**config.mk**
```make
export PLATFORM = sky130hd
export DESIGN_NAME = regbank_wb_arbiter
export DESIGN_NICKNAME = d
export VERILOG_FILES = /design/src/rtl/regbank_wb_arbiter.sv
export SDC_FILE = /design/constraint.sdc
export NUM_CORES = 1
export LEC_CHECK = 0
export CELL_PAD_IN_SITES_DETAIL_PLACEMENT = 0
export CELL_PAD_IN_SITES_GLOBAL_PLACEMENT = 1
export CORE_ASPECT_RATIO = 1.5
export CORE_MARGIN = 3
export CORE_UTILIZATION = 30
export DETAILED_ROUTE_END_ITERATION = 6
export PLACE_DENSITY = 0.85
export SLEW_MARGIN = 30
export SYNTH_ARGS = -nofsm -noshare
export SYNTH_HDL_FRONTEND = slang
export SYNTH_SLANG_ARGS = --single-unit
```
**constraint.sdc**
```tcl
create_clock -name clk -period 2.3 [get_ports clk]
set_input_delay 0.575 -clock clk [delete_from_list [all_inputs] [get_ports clk]]
set_output_delay 0.575 -clock clk [all_outputs]
set_load 0.005 [all_outputs]
```
**src/rtl/regbank_wb_arbiter.sv**
```systemverilog
// Round-robin writeback arbiter for the register bank write port, with a pending-write scoreboard and RAW hazard flag.
// One cycle from grant to wr_*; ready is combinational, and hold freezes all grants.
module regbank_wb_arbiter #(
    parameter int DATA_W = 32,
    parameter int ADDR_W = 4
) (
    input  logic                   clk,
    input  logic                   reset,
    input  logic                   hold,
    input  logic                   req0_valid,
    output logic                   req0_ready,
    input  logic [ADDR_W-1:0]      req0_addr,
    input  logic [DATA_W-1:0]      req0_data,
    input  logic                   req1_valid,
    output logic                   req1_ready,
    input  logic [ADDR_W-1:0]      req1_addr,
    input  logic [DATA_W-1:0]      req1_data,
    input  logic                   issue_valid,
    input  logic [ADDR_W-1:0]      issue_addr,
    input  logic [ADDR_W-1:0]      src1,
    input  logic [ADDR_W-1:0]      src2,
    output logic                   wr_en,
    output logic [ADDR_W-1:0]      wr_addr,
    output logic [DATA_W-1:0]      wr_data,
    output logic [(1<<ADDR_W)-1:0] busy,
    output logic                   raw_stall,
    output logic                   issue_err
);

    localparam int NREG = 1 << ADDR_W;

    logic            prio;
    logic [NREG-1:0] busy_nxt;
    logic            issue_hit_wb;

    always_comb begin
        req0_ready = ~hold & req0_valid & (~req1_valid | ~prio);
        req1_ready = ~hold & req1_valid & (~req0_valid | prio);
    end

    // Priority passes to whichever requester lost, even when the grant was uncontested.
    always_ff @(posedge clk or posedge reset) begin
        if (reset) begin
            wr_en   <= 1'b0;
            wr_addr <= '0;
            wr_data <= '0;
            prio    <= 1'b0;
        end else if (req0_ready) begin
            wr_en   <= 1'b1;
            wr_addr <= req0_addr;
            wr_data <= req0_data;
            prio    <= 1'b1;
        end else if (req1_ready) begin
            wr_en   <= 1'b1;
            wr_addr <= req1_addr;
            wr_data <= req1_data;
            prio    <= 1'b0;
        end else begin
            wr_en   <= 1'b0;
        end
    end

    // Clear on the bank-write edge, then set; a same-index issue must win.
    always_comb begin
        busy_nxt = busy;
        if (wr_en)
            busy_nxt[wr_addr] = 1'b0;
        if (issue_valid)
            busy_nxt[issue_addr] = 1'b1;
    end

    assign issue_hit_wb = wr_en & (wr_addr == issue_addr);

    always_ff @(posedge clk or posedge reset) begin
        if (reset) begin
            busy      <= '0;
            issue_err <= 1'b0;
        end else begin
            busy      <= busy_nxt;
            issue_err <= issue_valid & busy[issue_addr] & ~issue_hit_wb;
        end
    end

    assign raw_stall = busy[src1] | busy[src2];

endmodule

```
## Word-level counts from Yosys, hierarchy flattened

Index checks and enable logic that the tools add are counted.

- Input bits: 90
- Output and inout port bits: 57
- Word-level logic and storage cells: 54
- Register bits after elaboration: 55

- Reduce and logical (&&, ||, !) cells: 3
- $lt $le $gt $ge: 6
- Equal/unequal tests: 1
- Multiplexer cells: 20
- Bitwise gates (word level): 18

Operator list:

| cell | number |
|---|---|
| $mux W32 | 2 |
| $mux W16 | 2 |
| $lt A4 B5 Y1 const B | 4 |
| $and A16 B16 Y16 | 1 |
| $not A16 Y16 | 1 |
| $or A16 B16 Y16 | 1 |
| $bmux W1 S4 | 3 |
| $mux W1 | 9 |
| $demux W1 S4 | 2 |
| $ge A4 B1 Y1 const B | 2 |
| $mux W4 | 2 |
| $and A1 B1 Y1 | 7 |
| $not A1 Y1 | 5 |
| $eq A4 B4 Y1 | 1 |
| $or A1 B1 Y1 | 3 |
| $logic_and A1 B1 Y1 | 2 |
| $reduce_bool A2 Y1 | 1 |

## Logic depth before layout (Yosys ltp)

- Depth after elaboration: 9
- Gate-level depth with buffers: 6
- Mapped depth without buffers: 4

## Worst setup path before layout

Ideal clock, no wire load.

- Path type: input port to output port
- Start: in src2[0]
- End: out raw_stall
- Stages: 4
- Buffers on the path: 0
- Data required time: 1.725 ns
- Arrival time: 1.450 ns
- Slack: 0.275 ns
- Cells stage by stage: mux4_2 nor2b_1 a211oi_1 o21ai_1

- Longest elaborated chain between the ends: 3

Ends and longest elaborated chain:

| what | RTL line | source |
|---|---|---|
| from (decl) | 21 | `input logic [ADDR_W-1:0] src2,` |
| $bmux W1 S4 | 84 | `assign raw_stall = busy[src1] \| busy[src2];` |
| $mux W1 (not written as such) | 84 |  |
| $or A1 B1 Y1 | 84 |  |
| to (decl) | 26 | `output logic raw_stall,` |

Every way passes these cells. The select of a mux whose other input is x is not followed.

## Final worst setup path

Same ends and word-level chain as after synthesis.

==> run_results.csv <==
group,metric,value,unit
worst_setup_path,cp-start-kind,"input port",
cts,numCtsBuffers,5,
logic_synthesis,synth_area_leaders,"dfrtp_1 (47%), mux2i_1 (14%), mux4_2 (7.0%), o21ai_1 (6.5%), nand2_1 (5.4%)",
place,dp_slack,-837.9,ps
route,ant_nets,0,
route,wirelength,8.862,mm
place,place.gp.congestion,0.9376,
logic_synthesis,synth.net_count,361,
route,vias_per_cell,4.915,
timing,finalHoldViolCount,0,
worst_setup_path,end_kind,"primary output",
logic_synthesis,syn_avg_cell_area,10.73,sq um
timing,tns,0,ps
job,max_cap_viol_count,0,
logic_synthesis,ys.flop_type,"dfrtp_1",
place,dpl.cell_count,543,
timing,worst_pin_slew,587.4,ps
floorplanning,initial_core_util,31.07,%
grt,grt_pass1_wl,13.93,mm
layout,area_delta_synth_final,65.72,%
logic_synthesis,yosysTopAreaCell,"dfrtp_1",
hold_path,hp-class,"register to register",
cts,clk_latency,290,ps
logic_synthesis,synth_common_cells,"dfrtp_1 (55), mux2i_1 (42), nand2_1 (42)",
layout,final_util,51.50,%
floorplanning,core_area,9361,sq um
place,io_buffers,146,
status,status,"completed",
cts,cts_tree,"yes",
logic_synthesis,yosysWarnings,0,
cts,htreeDepth,2,
worst_setup_path,worstPathRequired,1730,ps
grt,grt_pass1_vias,2830,
timing,max_freq,437.7,MHz
timing,skew,2.968,ps
logic_synthesis,netlist_area,2909,sq um
floorplanning,die-area,10940,sq um
route,wl_met1,3.110,mm
timing,finalSetupViolCount,0,
route,drc,0,
route,wire_per_inst,16.11,microns
floorplanning,die_w,86.40,microns
timing,slew_violations,0,
cts,root_buffer,"clkbuf_16",
logic_synthesis,async_flop_share,100.0,%
layout,fin_cells,550,
logic_synthesis,synth_seq_cells,55,
route,first_iter_violations,80,
timing,min_period,2285,ps
logic_synthesis,synth.distinct_cells,31,
route,top_layer_used,"met4",
timing,rsz0062_at_grt,"yes",
logic_synthesis,yosys.area.top_type_share,47.31,%
grt,antenna_found_initial,0,
timing,period_share,99.33,%
power_and_ir_drop,leakage,2.141,nW
cts,cts_setup_buffers,0,
cts,cts.sinks,55,
floorplanning,rows,43,
route,route.met2.wl,4.907,mm
grt,grt_util_all_layers,16.32,%
power_and_ir_drop,p_per_area,717.4,nW/um^2
worst_setup_path,cp_max_fo,3,
grt,grt_max_degree,74,
cts,clockBufferDepth,2,
timing,holdWs,483.9,ps
power_and_ir_drop,ir_worst_vdd,0.5109,mV
grt,grt_overflow,0,
logic_synthesis,syn_inst,271,
timing,relSlewSlack,60.84,%
timing,fin_ws,15.44,ps
route,num_vias,2703,
layout,antenna_cells,0,
logic_synthesis,synth_edf_count,0,
route,drt_first_pass_iters,4,
worst_setup_path,crit_arrival,1710,ps
layout,finalNetCount,528,
worst_setup_path,crit_type,"input port to primary output",
route,wl_met3,640,microns
logic_synthesis,yosysMostFrequentCell,"dfrtp_1",
layout,drive_above_1_share,12.79,%
floorplanning,pin_count,147,
logic_synthesis,seq_area_frac_synth,47.31,%
cts,clk_pin_slew,70,ps
floorplanning,die_h,126.6,microns
place,dp_hpwl,7.247,mm
cell families after synthesis:
family | share of synthesized area [%]
buffers and inverters | 3.613
xor gates and xnor gates | 1.205
and+or+nand+nor | 10.45
muxes | 24.52
DFF | 47.31
AOI/OAI and AO/OA | 12.90
path summary, 6_finish.rpt:
path / to / slack, ps / start / depth (start not counted)
worst max-delay path: raw_stall / 20 / src2[0] / 7
max in group asynchronous: wr_data[28] / 1330 / reset / 3
worst max register to register: issue_err / 620 / busy[5] / 5
worst min register to register: wr_data[28] / 480 / wr_data[28] / 2
min in group asynchronous: busy[15] / 660 / reset / 3
worst min-delay path: wr_data[28] / 480 / wr_data[28] / 2
per-layer routing:
metal,GRT usage (%),vias to the layer above
met2,30.79,123
li1,-,1308
met5,0,-
met1,16.78,1257
met4,6.789,0
met3,3.704,15
state kept, by name (all words and copies together) (netlist names):
register   count
busy          16
prio           1
wr_en          1
issue_err      1
wr_addr        4
wr_data       32
layout by cell type, fill, tap and decap left out, types with 2 or more instances in the layout:
cell type	instances
clkdlybuf4s15_1	3
buf_6	3
clkbuf_16	5
or2_2	2
o21ai_0	30
inv_1	3
buf_4	25
mux4_2	9
mux4_1	3
clkdlybuf4s50_1	139
o21ai_1	37
mux2i_1	42
nand2b_1	7
dfrtp_1	54
nand2_1	42
nor2_1	2
nand3_1	4
xor2_1	3
nand3b_1	4
stage by stage:
step / total power, mW / cell area, sq um
floorplan: 1.819 / 2909
global placement: 2.696 / 4656
detailed placement: 2.730 / 4656
CTS: 3.490 / 4793
global route: 3.676 / 4821
finish: 3.459 / 4821
final cells by class:
type,instances,area [sq um]
Fill cell,913,4541
Timing Repair Buffer,174,1692
Clock inverter,1,5.005
Multi-Input combinational cell,198,1453
Tap cell,112,140.1
Inverter,4,15.01
Clock buffer,6,138.9
Sequential cell,55,1378
power by group:
part | leakage (nW) | internal, mW | switching (mW)
combinational | 1.42 | 0.884 | 0.477
sequential | 0.650 | 1.17 | 0.180
clock | 0.0727 | 0.426 | 0.325
what timing repair did:
action / CTS / global route
resized for setup: 18 / 13
setup endpoints to repair: 3 / 2
pin swaps: 2 / 0
hold buffers: 0 / 0
worst max-delay path, stage by stage:
cell and delay [ps]:
buf_8 80, buf_6 100, mux4_2 490, mux2i_1 130, and2_1 150, o21ai_2 60, buf_2 120
(Power assumes the default switching activity.)
